### src/rtl/wb_retire_ctrl.sv
// wb_retire_ctrl: writeback-stage sequencer.
// Retires the instruction in the WB latch. Non-store instructions retire in
// the same cycle. A store is captured, then issued to the D-cache as one
// piece, or as two pieces when it spills across a page. The WB latch is held
// (o_stall) until the final piece is acknowledged.
// Ports:
//   clk, rst                  clock, synchronous active-high reset
//   i_v, i_regWr1/2, i_segWr, i_flagWr, i_memWr   instruction valid / write flags
//   i_dr1/2, i_drSeg          destination register numbers
//   i_data1/2                 result data (i_data1 is also the store data)
//   i_PA1/2, i_size1/2        store piece addresses and sizes (bytes-1)
//   i_spill                   bit0: store is split into two pieces
//   i_eflags                  flag result
//   mem_ack                   D-cache accepted the current piece
//   o_stall                   hold WB latch
//   o_rf_we1/2, o_seg_we, o_flag_we, o_rf_wa1/2, o_seg_wa   write ports
//   o_mem_req/pa/size/data    store request
//   o_retire, o_retire_cnt    retire pulse and wrapping retire count
module wb_retire_ctrl #(
  parameter int DATA_W = 32,
  parameter int PA_W   = 15,
  parameter int CNT_W  = 16
) (
  input  logic              clk,
  input  logic              rst,
  input  logic              i_v,
  input  logic              i_regWr1,
  input  logic              i_regWr2,
  input  logic              i_segWr,
  input  logic              i_flagWr,
  input  logic              i_memWr,
  input  logic [2:0]        i_dr1,
  input  logic [2:0]        i_dr2,
  input  logic [2:0]        i_drSeg,
  input  logic [DATA_W-1:0] i_data1,
  input  logic [DATA_W-1:0] i_data2,
  input  logic [PA_W-1:0]   i_PA1,
  input  logic [PA_W-1:0]   i_PA2,
  input  logic [1:0]        i_size1,
  input  logic [1:0]        i_size2,
  input  logic [1:0]        i_spill,
  input  logic [5:0]        i_eflags,
  input  logic              mem_ack,
  output logic              o_stall,
  output logic              o_rf_we1,
  output logic              o_rf_we2,
  output logic              o_seg_we,
  output logic              o_flag_we,
  output logic [2:0]        o_rf_wa1,
  output logic [2:0]        o_rf_wa2,
  output logic [2:0]        o_seg_wa,
  output logic              o_mem_req,
  output logic [PA_W-1:0]   o_mem_pa,
  output logic [1:0]        o_mem_size,
  output logic [DATA_W-1:0] o_mem_data,
  output logic              o_retire,
  output logic [CNT_W-1:0]  o_retire_cnt
);

  typedef enum logic [1:0] {IDLE, MW1, MW2} state_e;

  state_e              state_q, state_d;
  logic [PA_W-1:0]     pa1_q, pa2_q;
  logic [1:0]          size1_q, size2_q;
  logic [DATA_W-1:0]   data1_q;
  logic                spill_q;
  logic [CNT_W-1:0]    cnt_q, cnt_d;
  logic                capture;
  logic                done;
  logic [2:0]          bytes1;
  logic [5:0]          shamt;

  // Data, flags and the reserved spill bit are consumed elsewhere in the pipe.
  logic unused_in;
  assign unused_in = ^{i_spill[1], i_data2, i_eflags};

  assign capture = (state_q == IDLE) && i_v && i_memWr;

  // Second piece carries the bytes left over after the first piece.
  // size1=3 shifts by 32, which drains the word to zero.
  assign bytes1 = {1'b0, size1_q} + 3'd1;
  assign shamt  = {bytes1, 3'b000};

  // State and captured store registers.
  always_ff @(posedge clk) begin
    if (rst) begin
      state_q <= IDLE;
      pa1_q   <= '0;
      pa2_q   <= '0;
      size1_q <= '0;
      size2_q <= '0;
      data1_q <= '0;
      spill_q <= 1'b0;
      cnt_q   <= '0;
    end else begin
      state_q <= state_d;
      cnt_q   <= cnt_d;
      if (capture) begin
        pa1_q   <= i_PA1;
        pa2_q   <= i_PA2;
        size1_q <= i_size1;
        size2_q <= i_size2;
        data1_q <= i_data1;
        spill_q <= i_spill[0];
      end
    end
  end

  // Next-state logic.
  always_comb begin
    state_d = state_q;
    case (state_q)
      IDLE:    if (i_v && i_memWr) state_d = MW1;
      MW1:     if (mem_ack) state_d = spill_q ? MW2 : IDLE;
      MW2:     if (mem_ack) state_d = IDLE;
      default: state_d = IDLE;
    endcase
  end

  // Output logic.
  always_comb begin
    done       = 1'b0;
    o_stall    = 1'b0;
    o_mem_req  = 1'b0;
    o_mem_pa   = '0;
    o_mem_size = '0;
    o_mem_data = '0;
    case (state_q)
      IDLE: begin
        if (i_v) begin
          if (i_memWr) o_stall = 1'b1;
          else         done    = 1'b1;
        end
      end
      MW1: begin
        o_mem_req  = 1'b1;
        o_mem_pa   = pa1_q;
        o_mem_size = size1_q;
        o_mem_data = data1_q;
        if (mem_ack && !spill_q) done    = 1'b1;
        else                     o_stall = 1'b1;
      end
      MW2: begin
        o_mem_req  = 1'b1;
        o_mem_pa   = pa2_q;
        o_mem_size = size2_q;
        o_mem_data = data1_q >> shamt;
        if (mem_ack) done    = 1'b1;
        else         o_stall = 1'b1;
      end
      default: ;
    endcase

    // A reset cycle aborts whatever is in flight: nothing retires or writes.
    o_retire  = done && !rst;
    o_rf_we1  = o_retire && i_v && i_regWr1;
    o_rf_we2  = o_retire && i_v && i_regWr2;
    o_seg_we  = o_retire && i_v && i_segWr;
    o_flag_we = o_retire && i_v && i_flagWr;
  end

  assign cnt_d        = cnt_q + {{(CNT_W-1){1'b0}}, o_retire};
  assign o_retire_cnt = cnt_q;
  assign o_rf_wa1     = i_dr1;
  assign o_rf_wa2     = i_dr2;
  assign o_seg_wa     = i_drSeg;

endmodule

### config.mk
export PLATFORM = sky130hd
export DESIGN_NAME = wb_retire_ctrl
export DESIGN_NICKNAME = d
export VERILOG_FILES = /design/src/rtl/wb_retire_ctrl.sv
export SDC_FILE = /design/constraint.sdc
export NUM_CORES = 1
export LEC_CHECK = 0
export ABC_CLOCK_PERIOD_IN_PS = 5550
export BUFFER_PORTS_ARGS = -buffer_cell sky130_fd_sc_hd__buf_2
export CORE_UTILIZATION = 45
export CTS_CLUSTER_SIZE = 24
export DETAILED_ROUTE_END_ITERATION = 10
export PLACE_DENSITY = 0.78
export SYNTH_ARGS = -nofsm -noshare
export SYNTH_HDL_FRONTEND = slang
export SYNTH_SLANG_ARGS = --single-unit
### constraint.sdc
create_clock -name clk -period 5.55 [get_ports clk]
set_clock_uncertainty 0.1 [all_clocks]
set_input_delay 0.555 -clock clk [delete_from_list [all_inputs] [get_ports clk]]
set_output_delay 0.555 -clock clk [all_outputs]
set_load 0.01 [all_outputs]
==> reports/results.tsv <==
metric	value	unit
grt_pass1_vias	3859	
drt_drc_violations_left	0	
max_freq	273.5	MHz
nets	794	
synth_compound_gate_area_share	19.29	%
synth_cell_type_count	39	
p_leak	2.130	nW
root_buffer	clkbuf_8	
synthMuxAreaShare	5.020	%
drt_iter0_drc	242	
rows	35	
startpoint	state_q[0]$_SDFFE_PP0P_	
synth_area_leaders	dfxtp_1 40%, nand2_1 13%, a21oi_1 9.0%, nor2b_1 6.0%, a22oi_1 4.4%	
cp-start-kind	flip-flop	
finalPower	1.295	mW
post_dp_cell_area	4974	sq um
cts.sinks	85	
synth_top_area_cell	dfxtp_1	
synth-simple-area-share	26.74	%
ff2ff_setup_slack	1.89	ns
synthXorXnorAreaFrac	0.6130	%
ctsHoldBuffers	0	
r2r_start	state_q[0]$_SDFFE_PP0P_	
syn-mean-instance-area	7.752	sq um
ys_warn_count	0	
synth_common_cells	147 x nand2_1, 85 x dfxtp_1, 77 x a21oi_1	
synth-async-reset-ratio	0	%
hp-class	input port to flip-flop	
synth_top_area_share	39.70	%
netlist_instances	553	
io_pins	205	
hpwl	7.638	mm
dp.cells	781	
critPathRequiredTime	5.68	ns
antenna_found_initial	2	
syn_nets	684	
cts_inserted_buffers	9	
drive_gt1_share	27.84	%
fin_cells	797	
worstPathMaxFanout	24	
r2r_cells	9	
status	completed	
vias_per_cell	5.346	
cts_tree	done	
power_per_cell_area	250.3	nW/um^2
grt_pass1_wl	18.25	mm
start_util	46.39	%
dr_total_vias	4261	
worst_pin_slew	1.326	ns
min_period	3.656	ns
routed_wl	11.52	mm
critPathArrivalTime	3.79	ns
antenna_left	0	
finalHoldViolCount	0	
dp_slack	1.935	ns
grt_usage	22.84	%
finalSetupViolCount	0	
hold_slack	0.3379	ns
synth_edf_count	0	
end_kind	flip-flop	
final_area	5175	sq um
final.setup.tns	0	ns
core_area	9240	sq um
drv_slew	0	
ys_ff_latch	85	
endpoint	o_retire_cnt[12]$_SDFF_PP0_	
die_area	9920	sq um
synth_top_family_by_area	simple AND/OR/NAND/NOR gates	
clkTransAtPathRegs	0.09	ns
areaGrowthSynthToFinish	20.72	%
die_h	99.60	um
ys_seq_area_share	39.70	%
r2r-end	o_retire_cnt[12]$_SDFF_PP0_	
max_slew_margin	11.62	%
rsz0062_at_grt	no	
final_min_period_over_clock_period	65.87	%
cts.path.max_buffers	2	
diodes	0	
synth_fa_ha_area_share	2.043	%
postLayoutCoreUtil	56.01	%
wl_per_cell	14.45	um
htreeDepth	3	
ys.flop_type	dfxtp_1	
netlist_area	4287	sq um
grt_max_degree	90	
crit_type	flip-flop to flip-flop	
die_x	99.60	um
cts_setup_buffers	0	
placement.io_buffers	147	
place.gp.congestion	0.7939	
overflow	0	
setup_ws	1.894	ns
worstSkewPairLatency	0.34	ns
ctsResizeCount	0	
ir_drop	0.1308	mV
dr.pass1.iters	5	
synth.most_common_cell	nand2_1	
max-cap-violations	0	
-- state kept, by name (all words and copies together), names as in the netlist --
name / cells
data1_q: 32
o_retire_cnt: 16
pa1_q: 15
pa2_q: 15
size1_q: 2
size2_q: 2
state_q: 2
spill_q: 1
-- final cells by class --
cell class	count	area (sq um)
fill	885	4065
sequential	85	1702
clock inverter	5	60.06
tap	129	161.4
multi-input combinational	407	2311
clock buffer	11	141.4
timing repair buffer	151	765.7
inverter	9	33.78
-- layout by cell type (no fill, tap or decap), drive strengths merged, types with 2 or more instances in the layout --
master,count
a211oi,4
a21boi,2
a21oi,77
a222oi,8
a22oi,25
and2,8
and3,9
buf,151
clkbuf,11
clkinv,3
dfxtp,85
ha,7
inv,9
mux2,12
mux2i,8
nand2,147
nand2b,2
nand3,6
nand3b,2
nand4,4
nor2,8
nor2b,41
nor4,4
o21ai,14
o31ai,4
or3,3
or4,4
xnor2,2
-- worst max-delay path, stage by stage, from the launching register on --
cell and delay, ns:
dfxtp_1 0.35, inv_1 0.11, ha_1 0.74, o21ai_0 0.44, a21boi_0 0.36, ha_1 0.30, ha_1 0.26, nand3_4 0.14
nor4_1 0.35, mux2_2 0.37
-- layer usage --
| layer | share of wire (%) | vias up | GRT usage (%) |
|---|---|---|---|
| met5 | 0.20 | - | 0 |
| met1 | 45 | 1994 | 29.67 |
| met4 | 2.2 | 4 | 8.710 |
| met3 | 6.0 | 27 | 4.076 |
| met2 | 47 | 142 | 37.77 |
| li1 | - | 2094 | - |
-- logic make-up after synthesis --
group | after synthesis
AND/OR/NAND/NOR | 240
AO/OA/AOI/OAI | 137
flip-flops | 85
buffers and inverters | 61
multiplexers | 20
adder cells (fa/ha/maj) | 7
XOR/XNOR | 3
-- where the power goes --
group,internal (mW),switching [mW],total (mW)
Combinational,0.0770,0.115,0.192
Sequential,0.639,0.0254,0.664
Clock,0.221,0.218,0.440
Total,0.937,0.358,1.30
-- how the worst min path moves through the flow --
| stage | from | endpoint | slack (ns) | cells past startpoint |
|---|---|---|---|---|
| final | i_PA1[12] | pa1_q[12]$_SDFFE_PP0P_ | 0.34 | 3 |
| after global routing | i_data1[25] | data1_q[25]$_SDFFE_PP0P_ | 0.33 | 3 |
| after CTS | i_PA2[8] | pa2_q[8]$_SDFFE_PP0P_ | 0.32 | 3 |
| after detailed placement | pa1_q[0]$_SDFFE_PP0P_ | pa1_q[0]$_SDFFE_PP0P_ | 0.35 | 2 |
| after global placement | pa1_q[2]$_SDFFE_PP0P_ | pa1_q[2]$_SDFFE_PP0P_ | 0.34 | 2 |
| after floorplan | data1_q[0]$_SDFFE_PP0P_ | data1_q[0]$_SDFFE_PP0P_ | 0.34 | 2 |
(Power assumes the default switching activity.)
